File: config.mk
export PLATFORM = sky130hd
export DESIGN_NAME = ext16_arbiter
export DESIGN_NICKNAME = d
export VERILOG_FILES = /design/src/rtl/ext16_arbiter.sv
export SDC_FILE = /design/constraint.sdc
export NUM_CORES = 1
export LEC_CHECK = 0
export CORE_MARGIN = 3
export CORE_UTILIZATION = 40
export CTS_BUF_LIST = sky130_fd_sc_hd__clkbuf_4 sky130_fd_sc_hd__clkbuf_8
export CTS_CLUSTER_SIZE = 10
export DETAILED_ROUTE_END_ITERATION = 7
export HOLD_SLACK_MARGIN = 0.08
export PLACE_DENSITY = 0.85
export SLEW_MARGIN = 0
export SYNTH_ARGS = -nofsm -noshare
export SYNTH_HDL_FRONTEND = slang
export SYNTH_SLANG_ARGS = --single-unit
File: constraint.sdc
create_clock -name clk -period 3.4 [get_ports clk]
set_clock_uncertainty 0.2 [all_clocks]
set_input_delay 0.68 -clock clk [delete_from_list [all_inputs] [get_ports clk]]
set_output_delay 0.68 -clock clk [all_outputs]
set_load 0.01 [all_outputs]
File: src/rtl/ext16_arbiter.sv
// Two-requester arbiter sharing one 16-to-32 sign/zero extender, feeding a
// one-entry registered output slot with valid/ready handshakes on both sides.
module ext16_arbiter #(
  parameter bit RR = 1'b1  // 1: round-robin, 0: requester 0 always wins
) (
  input  logic        clk,
  input  logic        rst_n,
  input  logic        r0_valid,
  input  logic [15:0] r0_x,
  input  logic        r0_b,
  output logic        r0_ready,
  input  logic        r1_valid,
  input  logic [15:0] r1_x,
  input  logic        r1_b,
  output logic        r1_ready,
  output logic        out_valid,
  output logic [31:0] out_y,
  output logic        out_id,
  input  logic        out_ready
);

  typedef enum logic {
    EMPTY = 1'b0,
    FULL  = 1'b1
  } state_t;

  state_t      state_q, state_d;
  logic        last_q, last_d;
  logic [31:0] y_q;
  logic        id_q;

  logic        slot_free;
  logic        gnt0, gnt1;
  logic        accept;
  logic        sel_id;
  logic [15:0] sel_x;
  logic        sel_b;
  logic [31:0] ext_y;

  assign out_valid = (state_q == FULL);
  assign out_y     = y_q;
  assign out_id    = id_q;

  // A full slot can still take a new result when it is being drained this cycle.
  assign slot_free = !out_valid || out_ready;

  // NOTE: every signal assigned in always_comb gets a default first, so no path
  // leaves it unassigned and no latch is inferred.
  always_comb begin
    gnt0 = 1'b0;
    gnt1 = 1'b0;
    if (r0_valid && r1_valid) begin
      if (RR && !last_q) gnt1 = 1'b1;
      else               gnt0 = 1'b1;
    end else begin
      gnt0 = r0_valid;
      gnt1 = r1_valid;
    end
  end

  // Gating with rst_n keeps both readies low during reset without waiting for a clock.
  assign r0_ready = rst_n && slot_free && gnt0;
  assign r1_ready = rst_n && slot_free && gnt1;
  assign accept   = r0_ready || r1_ready;

  assign sel_id = r1_ready;
  assign sel_x  = sel_id ? r1_x : r0_x;
  assign sel_b  = sel_id ? r1_b : r0_b;
  assign ext_y  = {{16{sel_b & sel_x[15]}}, sel_x};

  always_comb begin
    state_d = state_q;
    last_d  = last_q;
    case (state_q)
      EMPTY: if (accept) state_d = FULL;
      FULL: begin
        if (accept)         state_d = FULL;
        else if (out_ready) state_d = EMPTY;
      end
      default: state_d = EMPTY;
    endcase
    if (accept) last_d = sel_id;
  end

  // NOTE: sequential state uses non-blocking assignments so every register
  // samples pre-edge values, independent of block ordering.
  always_ff @(posedge clk or negedge rst_n) begin
    if (!rst_n) begin
      state_q <= EMPTY;
      last_q  <= 1'b1;  // requester 0 wins the first contended grant
    end else begin
      state_q <= state_d;
      last_q  <= last_d;
    end
  end

  // NOTE: the result payload is reset too, because out_y must read zero while
  // reset is held, not just be ignored behind out_valid.
  always_ff @(posedge clk or negedge rst_n) begin
    if (!rst_n) begin
      y_q  <= 32'h0;
      id_q <= 1'b0;
    end else if (accept) begin
      y_q  <= ext_y;
      id_q <= sel_id;
    end
  end

endmodule

==> results of run 1 <==
critical path, cell delays in order:
cell and delay, ns:
clkdlybuf4s50_1 0.50, a21boi_2 0.19, and3_1 0.22, clkdlybuf4s50_1 0.55
power breakdown:
part	internal (mW)	switching [mW]
Combinational	0.228	0.140
Clock	0.0653	0.0726
Sequential	0.287	0.0358
cell usage in the layout, fill, tap and decap left out, types with 2 or more instances in the layout:
cell type / instances
inv_1: 13
dfrtp_1: 19
buf_4: 6
clkdlybuf4s50_1: 74
clkbuf_4: 3
nand2_1: 3
o211ai_1: 12
inv_2: 2
o31ai_1: 12
mux2_4: 5
nand4_1: 12
a21o_1: 2
mux2_1: 4
stage by stage:
step                      instance area (sq um)  std cells  hold WS [ns]    util
after floorplan                            1171        116        0.1844       -
final                                      1879        207        0.3079  0.7132
after global placement                     1843        203        0.2758  0.6994
after global routing                       1879        207        0.3365  0.7132
after CTS                                  1879        207        0.3129  0.7132
after detailed placement                   1843        203        0.2867  0.6994
cell usage after synthesis (2+ instances only):
master	count
dfrtp_1	19
buf_4	15
inv_1	13
nand4_1	12
o211ai_1	12
o31ai_1	12
clkbuf_1	6
mux2_4	5
mux2_1	4
nand2_1	3
a21o_1	2
inv_2	2
area by class of cell:
class,count,area [sq um],area share
clock buffer,4,36.28,0.01931
sequential,20,501.7,0.2670
inverter,15,56.30,0.02996
timing repair buffer,80,785.8,0.4181
tap,30,37.54,0.01997
multi-input combinational,58,461.7,0.2457
metal layers:
metal	vias to the layer above	global-route usage	wire length (microns)
li1	527	-	-
met1	540	0.2574	1305
met2	71	0.3272	1579
met3	7	0.06263	444
met4	0	0.06646	56
met5	-	0	0
logic make-up (layout without fill, tap and decap cells):
| logic type | Yosys count | after routing | share of synthesized area |
|---|---|---|---|
| compound gates | 28 | 28 | 0.1838 |
| mux | 10 | 10 | 0.1111 |
| flops | 20 | 20 | 0.4284 |
| simple gates | 20 | 20 | 0.09937 |
| buf+inv | 38 | 99 | 0.1774 |
final timing paths:
check,from,endpoint,slack (ns),depth (start not counted)
setup / recovery,r1_valid,r1_ready,0.38,4
hold / removal,out_id,out_id,0.31,1
setup reg to reg,out_valid,out_y[16],1.37,3
hold reg to reg,out_id,out_id,0.31,1
max in group asynchronous,rst_n,last_q,2.14,2
min in group asynchronous,rst_n,out_valid,0.56,2
flip-flops by register name, indices dropped and copies added, names as in the netlist:
| signal | flops |
|---|---|
| out_y | 17 |
| last_q | 1 |
| out_id | 1 |
| out_valid | 1 |
==> impl_metrics.yaml, run 1 <==
status:
  status: "finished, final reports clean"
grt:
  antenna_found_initial: 0
  gr-total-overflow: 0
  track_usage: 0.2030
  grt_max_degree: 19
  grt_pass1_wl_mm: 5.347
  grt_pass1_vias: 1081
clock_tree:
  htree_levels: 1
  clockBufferDepth: 2
  clkSinkCount: 20
  postCtsResizedCells: 0
  clkTransAtPathRegs_ns: 0.11
  ctsRootBufferMaster: "clkbuf_4"
  cts_tree: "done"
  post_cts_buffers: 0
  cts_made_buffers: 3
  clk-insertion-delay-late_ns: 0.30
  cts_hold_buf: 0
floorplanning:
  initial_utilization: 0.4444
  chipWidth_microns: 60.11
  core_sq_um: 2635
  ios: 75
  die_h_microns: 60.11
  rows: 18
  die-area_sq_um: 3613
setup_path:
  cp.arrival_ns: 2.14
  worstPathRequired_ns: 2.52
  criticalPathCategory: "primary input to primary output"
  cp-end-kind: "primary output"
  cp-start-kind: "primary input"
  cp_max_fo: 3
detailed_routing:
  vias: 1145
  drt-total-wl_mm: 3.385
  via_per_inst: 5.531
  drtIter0Drc: 31
  drt.antenna.violating_nets: 0
  drtPass1Iterations: 4
  wl_per_cell_microns: 16.35
  drc: 0
timing:
  drv_slew: 0
  rsz0062_at_grt: "false"
  tightest_slew_ns: 0.9368
  fin_ws_ns: 0.3810
  max-slew-margin-rel: 0.3732
  min_period_over_period: 0.8879
  setup_viol_count_final: 0
  timing.setup.tns_ns: 0
  maxClockFrequency_mhz: 331.2
  hold_violations: 0
  period_minus_slack_ns: 3.019
hold_path:
  hold_path.class: "register to register"
synthesis:
  ys_ff_latch: 20
  synthArstFlopShare: 1.000
  synth_top_flop_cell: "dfrtp_1"
  synth_top_cell_area_share: 0.4060
  ys.warnings.count: 0
  synth_cells: 116
  synth_top_cell_by_area: "dfrtp_1"
  seq_area_frac_synth: 0.4284
  syn_area_sq_um: 1171
  syn-num-nets: 155
  synth_cell_types: 23
  synth_area_leaders: "dfrtp_1, buf_4, o211ai_1"
  postSynthAreaPerCell_sq_um: 10.10
  synth_enable_flop_cells: 0
layout:
  synthToLayoutAreaGrowth_pct: 60.47
  fillCellCount: 205
  nNetsFinal: 217
  diodes: 0
  drive_above_1_share: 0.1073
run:
  maxCapViolCount: 0
power_and_ir_drop:
  peakVddDrop_v: 0.0003337
  p_per_area_nw_per_um2: 441.3
  p_leak_nw: 0.8209
  p_total_uw: 829.4
place:
  dp_hpwl_mm: 2.643
  place_ws_ns: 0.3859
  gp_congestion: 0.8089
  io_buffers: 74
Note: power is estimated with default switching activity, not from simulation.
==> run 2: changes to the inputs <==
Settings changed: CORE_MARGIN 3 to 4.
==> impl_metrics.yaml, run 2 (synthesized netlist as in run 1, its figures left out) <==
status:
  status: "finished, final reports clean"
power_and_ir_drop:
  p_leak_nw: 0.8135
  peakVddDrop_v: 0.0003283
  p_total_uw: 816.6
  p_per_area_nw_per_um2: 437.4
layout:
  stdcell_count: 207
  synthToLayoutAreaGrowth_pct: 59.40
  layout_common_cells: "clkdlybuf4s50_1, dfrtp_1, inv_1"
  largest_reg_flops: 17
  drive_above_1_share: 0.1023
  nNetsFinal: 216
  utilization: 0.6712
  diodes: 0
  mostFrequentLayoutCell: "clkdlybuf4s50_1"
timing:
  rsz0062_at_grt: "false"
  hold_violations: 0
  hold_slack_ns: 0.3252
  maxClockFrequency_mhz: 331.0
  tightest_slew_ns: 0.9321
  drv_slew: 0
  timing.setup.tns_ns: 0
  max-slew-margin-rel: 0.3763
  period_minus_slack_ns: 3.021
  setup_viol_count_final: 0
  min_period_over_period: 0.8885
detailed_routing:
  drtPass1Iterations: 4
  drt.antenna.violating_nets: 0
  via_per_inst: 5.556
  drt-total-wl_mm: 3.470
  drtIter0Drc: 25
  vias: 1150
  drc: 0
  wl_per_cell_microns: 16.76
clock_tree:
  clk-insertion-delay-late_ns: 0.29
  cts_hold_buf: 0
  cts_made_buffers: 3
  clkTransAtPathRegs_ns: 0.11
  postCtsResizedCells: 0
  post_cts_buffers: 0
  clkSinkCount: 20
  ctsRootBufferMaster: "clkbuf_4"
  clockBufferDepth: 2
  cts_tree: "done"
  htree_levels: 1
setup_path:
  worstPathRequired_ns: 2.52
  cp_max_fo: 3
  r2r_cells: 3
  cp-start-kind: "primary input"
  r2r_slack_ns: 1.36
  cp.arrival_ns: 2.14
  cp-end-kind: "primary output"
  criticalPathCategory: "primary input to primary output"
  r2r-start: "out_valid"
  reg2reg_to: "out_y[4]"
hold_path:
  hold_path.class: "register to register"
  hold_path_end: "out_id"
  hold_start: "out_id"
  min_path_cells: 1
place:
  io_buffers: 74
  dp_hpwl_mm: 2.716
  dp.cells: 203
  gp_congestion: 0.8191
floorplanning:
  rows: 19
  initial_utilization: 0.4211
  core_sq_um: 2781
  die_h_microns: 62.11
  die-area_sq_um: 3858
  ios: 75
  chipWidth_microns: 62.11
grt:
  gr-total-overflow: 0
  grt_util_met2: 0.2915
  antenna_found_initial: 0
  met3_usage: 0.05946
  track_usage: 0.1792
  grt_max_degree: 18
  grt_busiest_layer: "met2"
  grt_pass1_vias: 1212
  grtUsageMet1: 0.2212
  grt_pass1_wl_mm: 5.658
run:
  maxCapViolCount: 0
run 2: cell count changes in the layout (fill, tap and decap cells not counted), sizes merged:
cell	previous run	this run
buf	6	5
run 2: layout make-up:
cell class	instances	area, sq um
Timing Repair Buffer	79	778.2
Inverter	15	56.30
Sequential cell	20	501.7
Tap cell	31	38.79
Fill cell	236	914.6
Clock buffer	4	30.03
Multi-Input combinational cell	58	461.7
run 2: how the worst max path moves through the flow:
stage	startpoint	endpoint	slack [ns]	cells after the start
4_1_cts	r1_valid	r1_ready	0.38	4
6_report	r1_valid	r1_ready	0.38	4
3_5_place_dp	r1_valid	r1_ready	0.38	4
5_1_grt	r1_valid	r1_ready	0.30	4
2_1_floorplan	out_ready	r0_ready	1.10	4
3_3_place_gp	out_ready	r0_ready	0.41	5
run 2: through the flow:
step | area (sq um) | worst slack, ns
final | 1867 | 0.3791
after global routing | 1867 | 0.2986
after CTS | 1867 | 0.3837
after detailed placement | 1837 | 0.3753
after global placement | 1837 | 0.4130
after floorplan | 1171 | 1.098
run 2: power breakdown:
part	leakage, nW	internal, mW	switching [mW]
clock network	0.0184	0.0536	0.0699
registers	0.243	0.287	0.0374
logic	0.552	0.227	0.141
total	0.814	0.568	0.249
run 2: layer usage:
| metal | vias to the layer above | share of wire |
|---|---|---|
| li1 | 523 | - |
| met1 | 544 | 0.43 |
| met2 | 79 | 0.46 |
| met3 | 4 | 0.10 |
| met4 | 0 | 0.012 |
| met5 | - | 0 |
run 2: worst max-delay path, stage by stage:
cell and delay, ns:
clkdlybuf4s50_1 0.51, a21boi_2 0.18, and3_1 0.21, clkdlybuf4s50_1 0.56
